File: config.mk
export PLATFORM = sky130hd
export DESIGN_NAME = mic_ram_write_arbiter
export DESIGN_NICKNAME = d
export VERILOG_FILES = /design/src/rtl/mic_ram_write_arbiter.sv
export SDC_FILE = /design/constraint.sdc
export NUM_CORES = 1
export LEC_CHECK = 0
export ABC_CLOCK_PERIOD_IN_PS = 4100
export CAP_MARGIN = 20
export CORE_MARGIN = 1.5
export CORE_UTILIZATION = 40
export CTS_CLUSTER_DIAMETER = 60
export DETAILED_ROUTE_END_ITERATION = 6
export HOLD_SLACK_MARGIN = 0.1
export PLACE_DENSITY = 0.73
export REMOVE_ABC_BUFFERS = 1
export SLEW_MARGIN = 5
export SYNTH_ARGS = -nofsm -noshare
export SYNTH_HDL_FRONTEND = slang
export SYNTH_SLANG_ARGS = --single-unit
File: constraint.sdc
create_clock -name clk_i -period 4.1 [get_ports clk_i]
set_input_delay 0.615 -clock clk_i [delete_from_list [all_inputs] [get_ports clk_i]]
set_output_delay 0.615 -clock clk_i [all_outputs]
set_load 0.005 [all_outputs]
File: src/rtl/mic_ram_write_arbiter.sv
// Round-robin arbiter sharing the ram_logic write port between N_CH I2S sample channels.
// Optional MIC_ARB_CH_TAG_EN: upper 8 bits of each RAM word carry the source channel index.
module mic_ram_write_arbiter #(
  parameter int N_CH   = 4,
  parameter int DATA_W = 24,
  parameter int WORD_W = 32
) (
  input  logic                     clk_i,
  input  logic                     rst_ni,
  input  logic [N_CH*DATA_W-1:0]   ch_data_i,
  input  logic [N_CH-1:0]          ch_valid_i,
  input  logic [N_CH-1:0]          ch_enable_i,
  output logic [WORD_W-1:0]        ram_data_o,
  output logic                     ram_valid_o,
  input  logic                     ram_ready_i,
  output logic [N_CH-1:0]          grant_o,
  output logic [N_CH-1:0]          overflow_o,
  input  logic                     clr_overflow_i
);

  localparam int IDX_W = $clog2(N_CH);
  localparam int unsigned N_U = N_CH;

  typedef enum logic {ST_IDLE, ST_OFFER} state_t;

  state_t              state;
  logic [N_CH-1:0]     pend;
  logic [DATA_W-1:0]   hold [N_CH];
  logic [IDX_W-1:0]    rr;

  logic [N_CH-1:0]     cand;
  logic [N_CH-1:0]     grant_now;
  logic [N_CH-1:0]     drop;
  logic                arb_en;
  logic                sel_found;
  logic [IDX_W-1:0]    sel;
  logic [IDX_W-1:0]    idx;
  logic [WORD_W-1:0]   next_word;

  // Disabled channels are excluded from arbitration so their pending sample is discarded.
  always_comb begin
    cand      = pend & ch_enable_i;
    arb_en    = (state == ST_IDLE) || ram_ready_i;
    sel_found = 1'b0;
    sel       = '0;
    idx       = '0;
    for (int unsigned i = 1; i <= N_U; i++) begin
      idx = IDX_W'((32'(rr) + i) % N_U);
      if (!sel_found && cand[idx]) begin
        sel_found = 1'b1;
        sel       = idx;
      end
    end

    grant_now = '0;
    if (arb_en && sel_found) grant_now[sel] = 1'b1;

    drop = ch_valid_i & ch_enable_i & pend & ~grant_now;

    next_word = '0;
    next_word[DATA_W-1:0] = hold[sel];
`ifdef MIC_ARB_CH_TAG_EN
    next_word[WORD_W-1 -: 8] = 8'(sel);
`endif
  end

  always_ff @(posedge clk_i or negedge rst_ni) begin
    if (!rst_ni) begin
      state       <= ST_IDLE;
      rr          <= IDX_W'(N_CH - 1);
      pend        <= '0;
      ram_data_o  <= '0;
      ram_valid_o <= 1'b0;
      grant_o     <= '0;
      overflow_o  <= '0;
      for (int unsigned c = 0; c < N_U; c++) hold[c] <= '0;
    end else begin
      if (arb_en) begin
        if (sel_found) begin
          state       <= ST_OFFER;
          ram_valid_o <= 1'b1;
          ram_data_o  <= next_word;
          grant_o     <= grant_now;
          rr          <= sel;
        end else begin
          state       <= ST_IDLE;
          ram_valid_o <= 1'b0;
          ram_data_o  <= '0;
          grant_o     <= '0;
        end
      end

      // A strobe on the channel's own grant edge refills the just-emptied holding register.
      for (int unsigned c = 0; c < N_U; c++) begin
        if (!ch_enable_i[c]) begin
          pend[c] <= 1'b0;
        end else if (ch_valid_i[c]) begin
          if (!pend[c] || grant_now[c]) begin
            hold[c] <= ch_data_i[c*DATA_W +: DATA_W];
            pend[c] <= 1'b1;
          end
        end else if (grant_now[c]) begin
          pend[c] <= 1'b0;
        end
      end

      if (clr_overflow_i) overflow_o <= '0;
      else                overflow_o <= overflow_o | drop;
    end
  end

endmodule

==> results of run 1 <==
-- kinds of logic (layout without fill, tap and decap cells) --
logic type,Yosys count,in the layout
DFF,135,135
and+or+nand+nor,64,64
buffers and inverters,33,183
other,1,8
AOI/OAI and AO/OA,51,51
muxes,144,144
-- layout make-up --
class / count / area share, %
Clock buffer: 18 / 5.241
Multi-Input combinational cell: 267 / 28.80
Sequential cell: 135 / 41.28
Timing Repair Buffer: 149 / 18.35
Tap cell: 184 / 2.811
Inverter: 3 / 0.1375
Clock inverter: 13 / 3.377
-- metrics by stage --
step | worst slack (ns) | area (µm²) | std cells | power, mW
global route | 0.7678 | 8189 | 769 | 5.300
finish | 0.8967 | 8189 | 769 | 5.062
detailed placement | 0.6087 | 7456 | 737 | 3.250
global placement | 0.7506 | 7456 | 737 | 3.181
floorplan | 0.8084 | 5702 | 405 | 2.630
CTS | 1.077 | 8162 | 768 | 5.093
-- synthesized netlist by cell type (2+ instances only) --
| master | instances | share of area, % |
|---|---|---|
| o21ai_0 | 5 | 0.43 |
| a21oi_2 | 3 | 0.45 |
| buf_2 | 5 | 0.43 |
| mux2i_1 | 48 | 8.2 |
| o221ai_1 | 24 | 3.6 |
| inv_1 | 3 | 0.19 |
| nand4_1 | 4 | 0.43 |
| nor2_1 | 5 | 0.32 |
| buf_6 | 3 | 0.58 |
| clkbuf_1 | 8 | 0.51 |
| buf_4 | 14 | 1.8 |
| dfrtp_1 | 133 | 57 |
| a21oi_1 | 2 | 0.17 |
| a31oi_1 | 3 | 0.32 |
| dfstp_2 | 2 | 0.90 |
| mux2_2 | 96 | 18 |
| nand2_1 | 43 | 2.7 |
| nor2b_1 | 2 | 0.21 |
-- sequential cells by signal, summed over array words and instances (netlist names) --
| register | cells |
|---|---|
| hold | 96 |
| state | 1 |
| grant_o | 4 |
| pend | 4 |
| overflow_o | 4 |
| rr | 2 |
| ram_data_o | 24 |
-- where the power goes --
part	total [mW]	internal, mW	switching [mW]
Sequential	1.99	1.74	0.248
Combinational	1.26	0.749	0.511
Clock	1.82	1.26	0.559
-- placed cells by master (no fill, tap or decap), types with 2 or more instances in the layout --
| master | n |
|---|---|
| a21oi_1 | 2 |
| a21oi_4 | 3 |
| a31oi_1 | 3 |
| buf_4 | 7 |
| bufinv_16 | 8 |
| clkbuf_16 | 17 |
| clkdlybuf4s50_1 | 139 |
| clkinvlp_4 | 3 |
| conb_1 | 8 |
| dfrtp_1 | 133 |
| dfstp_2 | 2 |
| inv_1 | 3 |
| mux2_2 | 96 |
| mux2i_1 | 48 |
| nand2_1 | 43 |
| nand4_1 | 4 |
| nor2_1 | 5 |
| o21ai_0 | 5 |
| o221ai_1 | 24 |
-- routing by layer --
metal	track usage [%]	routed length (µm)	vias up
li1	-	-	1856
met1	24.48	6337	2077
met2	32.49	7155	156
met3	5.586	952	23
met4	7.955	246	0
met5	0	0	-
-- final timing paths --
| check | from | end | slack (ns) | cells past startpoint |
|---|---|---|---|---|
| worst min register to register | grant_o[3] | grant_o[3] | 0.48 | 1 |
| max in group asynchronous | rst_ni | ram_data_o[1] | 2.80 | 2 |
| min in group clk_i | grant_o[3] | grant_o[3] | 0.48 | 1 |
| worst max-delay path | ch_enable_i[3] | hold[25] | 0.90 | 7 |
| worst min-delay path | rst_ni | grant_o[0] | 0.30 | 1 |
| worst max register to register | rr[1] | hold[25] | 1.09 | 6 |
==> summary.md, run 1 <==
| Metric | Value |
|---|---|
| Critical path type | `in2reg` |
| Max stage delay on crit path | `between 0.5 and 0.6 ns` |
| CP Cell Sequence | `clkdlybuf4s50_1 -> and3b_1 -> o21ai_0 -> nand4_1 -> a21oi_4 -> buf_4 -> mux2_2` |
| Critical Path RT | `approximately 4.4 ns` |
| Initial core utilization | `roughly two fifths` |
| Startpoint types | `input port` |
| Setup Buffers After CTS | `0` |
| Clock skew | `0.006882 ns` |
| Total Routing Usage GR | `around a fifth` |
| ANT nets after route | `0` |
| Synth Area in Compound Gates | `between 7 and 8%` |
| Number of max-cap violations | `0` |
| Vias/cell | `5.347` |
| Share of layout cells above drive strength 1 | `25.13%` |
| Clk_lat worst skew | `~0.42 ns` |
| Status | `finished clean` |
| Post-CTS resize count | `0` |
| Actual slew at the worst max-slew pin | `slightly above 0.9 ns` |
| Mapped cell area | `~5900 µm²` |
| Register area | `~3400 µm²` |
| Grt ovf | `0` |
| Diodes inserted | `0` |
| PortBufs | `140` |
| Largest net degree at the start of global routing | `102` |
| # clock sinks | `around 140` |
| CP endpoint kind | `register` |
| Yosys reg bits | `around 140` |
| Mux contribution to synthesized area | `a little over a quarter` |
| Synth unique cells | `43` |
| Unrepaired setup endpoints after global routing | `false` |
| FMAX | `~310 MHz` |
| Synth Area in Simple Gates | `under 10%` |
| Final Hold Vio Count | `0` |
| Post-synthesis xor/xnor area fraction | `0%` |
| Nets | `approximately 680` |
| Final design utilization | `between 50% and 60%` |
| Hold_buf cts | `0` |
| First drt pass iteration count | `6` |
| VDD IR max | `297.4 µV` |
| First-pass GRT wire length | `about 22 mm` |
| LEAKAGE | `3.404 nW` |
| Die Y | `~120 µm` |
| Routed WL | `roughly 15 mm` |
| Syn. warnings | `0` |
| Die area | `15410 µm²` |
| Hold WS | `0.2961 ns` |
| Core Region | `14420 µm²` |
| Data arrival time of the worst path | `approximately 3.5 ns` |
| Buffer and inverter count on the worst path | `2` |
| Delay-heaviest family, CP | `compound AO/OA/AOI/OAI gates` |
| Pwr Density | `just over 600 nW/µm²` |
| Slowest cell on the critical path | `clkdlybuf4s50_1` |
| Wire length per cell | `19.10 µm` |
| Total negative setup slack | `0 ns` |
| Initial antenna violation count | `0` |
| Area of the multi-input gates | `2359 µm²` |
| Area Growth Syn to Fin | `39.52%` |
| Slew Viols, Final | `0` |
| Syn avg cell area | `between 10 and 15 µm²` |
| Post-Synthesis Cells | `~430` |
| Ports | `about 150` |
| Initial DRC count | `210` |
| Max_slew headroom | `about 40%` |
| Fillers | `between 1000 and 1500` |
| Max FO, Critical Path | `13` |
| HP Class | `in2async` |
| Die X | `124.1 µm` |
| Gpl congestion | `between 0.9 and 1` |
| Root buf cell | `clkbuf_16` |
| CTS Buf Count | `17` |
| Async set-reset flop share out of synthesis | `100.0%` |
| Register area share after synthesis | `between 50% and 60%` |
| Number of synthesized flops with an enable pin | `0` |
| Adder-cell share of the synthesized area | `0%` |
| # setup viols final | `0` |
| Main synth FF type | `dfrtp_1` |
| Vias in the first global route | `around 4300` |
| Worst-path clk slew | `about 0.06 ns` |
| DRC | `0` |
| Hpwl dp | `9.995 mm` |
| # rows | `44` |
| Largest family of logic cells by synthesized area | `multiplexers` |
| H-tree Lvls | `4` |
| Tmin final | `between 3 and 4 ns` |
| CTS tree | `built` |
| Clock Tree Buf Depth | `2` |
| Fin crit share | `between 70% and 80%` |
| Via count | `just over 4000` |
(Power assumes the default switching activity.)
==> run 2: changes to the inputs <==
--- a/config.mk
+++ b/config.mk
@@ -5,7 +5,7 @@
 export SDC_FILE = /design/constraint.sdc
 export NUM_CORES = 1
 export LEC_CHECK = 0
-export ABC_CLOCK_PERIOD_IN_PS = 4100
+export ABC_CLOCK_PERIOD_IN_PS = 3300
 export CAP_MARGIN = 20
 export CORE_MARGIN = 1.5
 export CORE_UTILIZATION = 40
==> constraint.sdc (replaced) <==
create_clock -name clk_i -period 3.3 [get_ports clk_i]
set_input_delay 0.495 -clock clk_i [delete_from_list [all_inputs] [get_ports clk_i]]
set_output_delay 0.495 -clock clk_i [all_outputs]
set_load 0.005 [all_outputs]
==> summary.md, run 2 (synthesized netlist as in run 1, its figures left out) <==
| Metric | Value |
|---|---|
| Met2 GRT Util | `31.97%` |
| FMAX | `approximately 380 MHz` |
| Via count | `~4100` |
| Max FO, Critical Path | `12` |
| # clock sinks | `~140` |
| # setup viols final | `0` |
| Pwr Density | `roughly 720 nW/µm²` |
| Reg2Reg Depth | `6` |
| Total negative setup slack | `0 ns` |
| Initial antenna violation count | `0` |
| HP Class | `in2async` |
| Hold_buf cts | `0` |
| Post-CTS resize count | `0` |
| Ports | `149` |
| CTS Buf Count | `17` |
| H-tree Lvls | `4` |
| Delay-heaviest family, CP | `buffers and inverters` |
| Fillers | `roughly 1200` |
| VDD IR max | `about 350 µV` |
| CP endpoint kind | `register` |
| Slew Viols, Final | `0` |
| Critical path type | `in2reg` |
| Number of max-cap violations | `0` |
| Startpoint types | `input port` |
| Vias/cell | `~5.3` |
| Total Routing Usage GR | `20.20%` |
| Initial core utilization | `just over 40%` |
| Worst-path clk slew | `approximately 0.050 ns` |
| Share of layout cells above drive strength 1 | `between 20% and 30%` |
| Core Region | `14420 µm²` |
| Buffer and inverter count on the worst path | `2` |
| Max reg flops | `96` |
| PortBufs | `140` |
| Largest net degree at the start of global routing | `between 70 and 80` |
| Placed insts | `around 740` |
| # rows | `44` |
| Max_slew headroom | `about 36%` |
| Fin crit share | `roughly 79%` |
| Layout Cells excl Fill | `around 770` |
| CTS tree | `built` |
| Final Hold Vio Count | `0` |
| CP Cell Sequence | `clkdlybuf4s50_1 -> and3b_1 -> o21ai_0 -> nand4_1 -> a21oi_4 -> buf_4 -> mux2_2` |
| Hold WS | `around 0.099 ns` |
| Nets | `about 690` |
| GR Util met3 | `under 10%` |
| Most common cell after layout, fill and taps aside | `clkdlybuf4s50_1` |
| Die Y | `approximately 120 µm` |
| Most frequent cells in the layout | `clkdlybuf4s50_1 (139), dfrtp_1 (133), mux2_2 (96)` |
| Flop2flop setup slack | `~0.76 ns` |
| Clock skew | `approximately 0.006 ns` |
| DRC | `0` |
| Critical Path RT | `~3.6 ns` |
| Die area | `~15000 µm²` |
| Clk_lat worst skew | `0.41 ns` |
| Routed WL | `14.44 mm` |
| Total power | `~5.9 mW` |
| ANT nets after route | `0` |
| First-pass GRT wire length | `23.09 mm` |
| Unrepaired setup endpoints after global routing | `false` |
| Top flop regs | `hold: 96 flops, ram_data_o: 24 flops` |
| First drt pass iteration count | `4` |
| RR Startpoint | `rr[1]` |
| Diodes inserted | `0` |
| Actual slew at the worst max-slew pin | `just under 1 ns` |
| Root buf cell | `clkbuf_16` |
| Wire length per cell | `approximately 19 µm` |
| Gpl congestion | `~0.90` |
| Area Growth Syn to Fin | `38.22%` |
| Status | `finished clean` |
| Global routing usage on met1 | `26.27%` |
| Hpwl dp | `around 10 mm` |
| Top Usage Layer GRT | `met2` |
| Vias in the first global route | `4439` |
| Die X | `about 120 µm` |
| Initial DRC count | `around 180` |
| Grt ovf | `0` |
| Clock Tree Buf Depth | `2` |
| LEAKAGE | `approximately 3.4 nW` |
| Reg2reg end | `hold[43]` |
| Setup Buffers After CTS | `0` |
| Final design utilization | `between 50% and 60%` |
| Slowest cell on the critical path | `clkdlybuf4s50_1` |
| Max stage delay on crit path | `0.54 ns` |
| Tmin final | `between 2 and 3 ns` |
| Data arrival time of the worst path | `just under 3 ns` |
| Top reg by flops | `hold` |
[run 2: cell count changes in the layout (fill, tap and decap cells not counted)]
cell / previous run / this run
clkbuf_8: 0 / 5
buf_4: 7 / 10
clkbuf_1: 1 / 4
buf_16: 1 / 0
clkinv_4: 1 / 0
clkinvlp_4: 3 / 0
bufinv_16: 8 / 2
buf_12: 1 / 4
[run 2: how the worst max path moves through the flow]
stage,startpoint,to,slack [ns],cells after the start
finish,ch_enable_i[3],hold[43],0.68,7
global route,ch_enable_i[0],hold[23],0.52,6
CTS,ch_enable_i[3],hold[43],0.70,7
detailed placement,ch_enable_i[3],hold[43],0.28,7
global placement,ch_enable_i[0],hold[32],0.32,7
floorplan,ch_enable_i[1],ram_data_o[0],0.13,5
[run 2: worst reg2reg max path, cell delays in order, from the launching register on]
cell	delay, ns
dfstp_2	0.61
and3b_1	0.20
o21ai_0	0.44
nand4_1	0.30
a21oi_4	0.23
buf_4	0.27
mux2_2	0.37
[run 2: through the flow]
| step | setup WS [ns] | instance area [µm²] |
|---|---|---|
| 2_1_floorplan | 0.1284 | 5702 |
| 3_3_place_gp | 0.3203 | 7538 |
| 3_5_place_dp | 0.2778 | 7538 |
| 4_1_cts | 0.6976 | 8113 |
| 5_1_grt | 0.5200 | 8113 |
| 6_report | 0.6849 | 8113 |
[run 2: where the power goes]
group / total, mW / switching [mW] / internal (mW)
registers: 2.45 / 0.292 / 2.16
logic: 1.57 / 0.630 / 0.939
clock network: 1.85 / 0.652 / 1.20
[run 2: layout make-up]
cell class | count | area, µm² | area share [%]
clock buffers | 26 | 509.2 | 6.277
clock inverters | 3 | 65.06 | 0.8020
inverters | 3 | 11.26 | 0.1388
multi-input cells | 267 | 2359 | 29.07
flip-flops and latches | 135 | 3381 | 41.67
well taps | 184 | 230.2 | 2.838
repair buffers | 154 | 1558 | 19.20
[run 2: metal layers]
metal,part of all wire [%],vias up
met5,0,-
met4,2.3,0
met3,6.1,28
met2,48,128
met1,43,2072
li1,-,1856
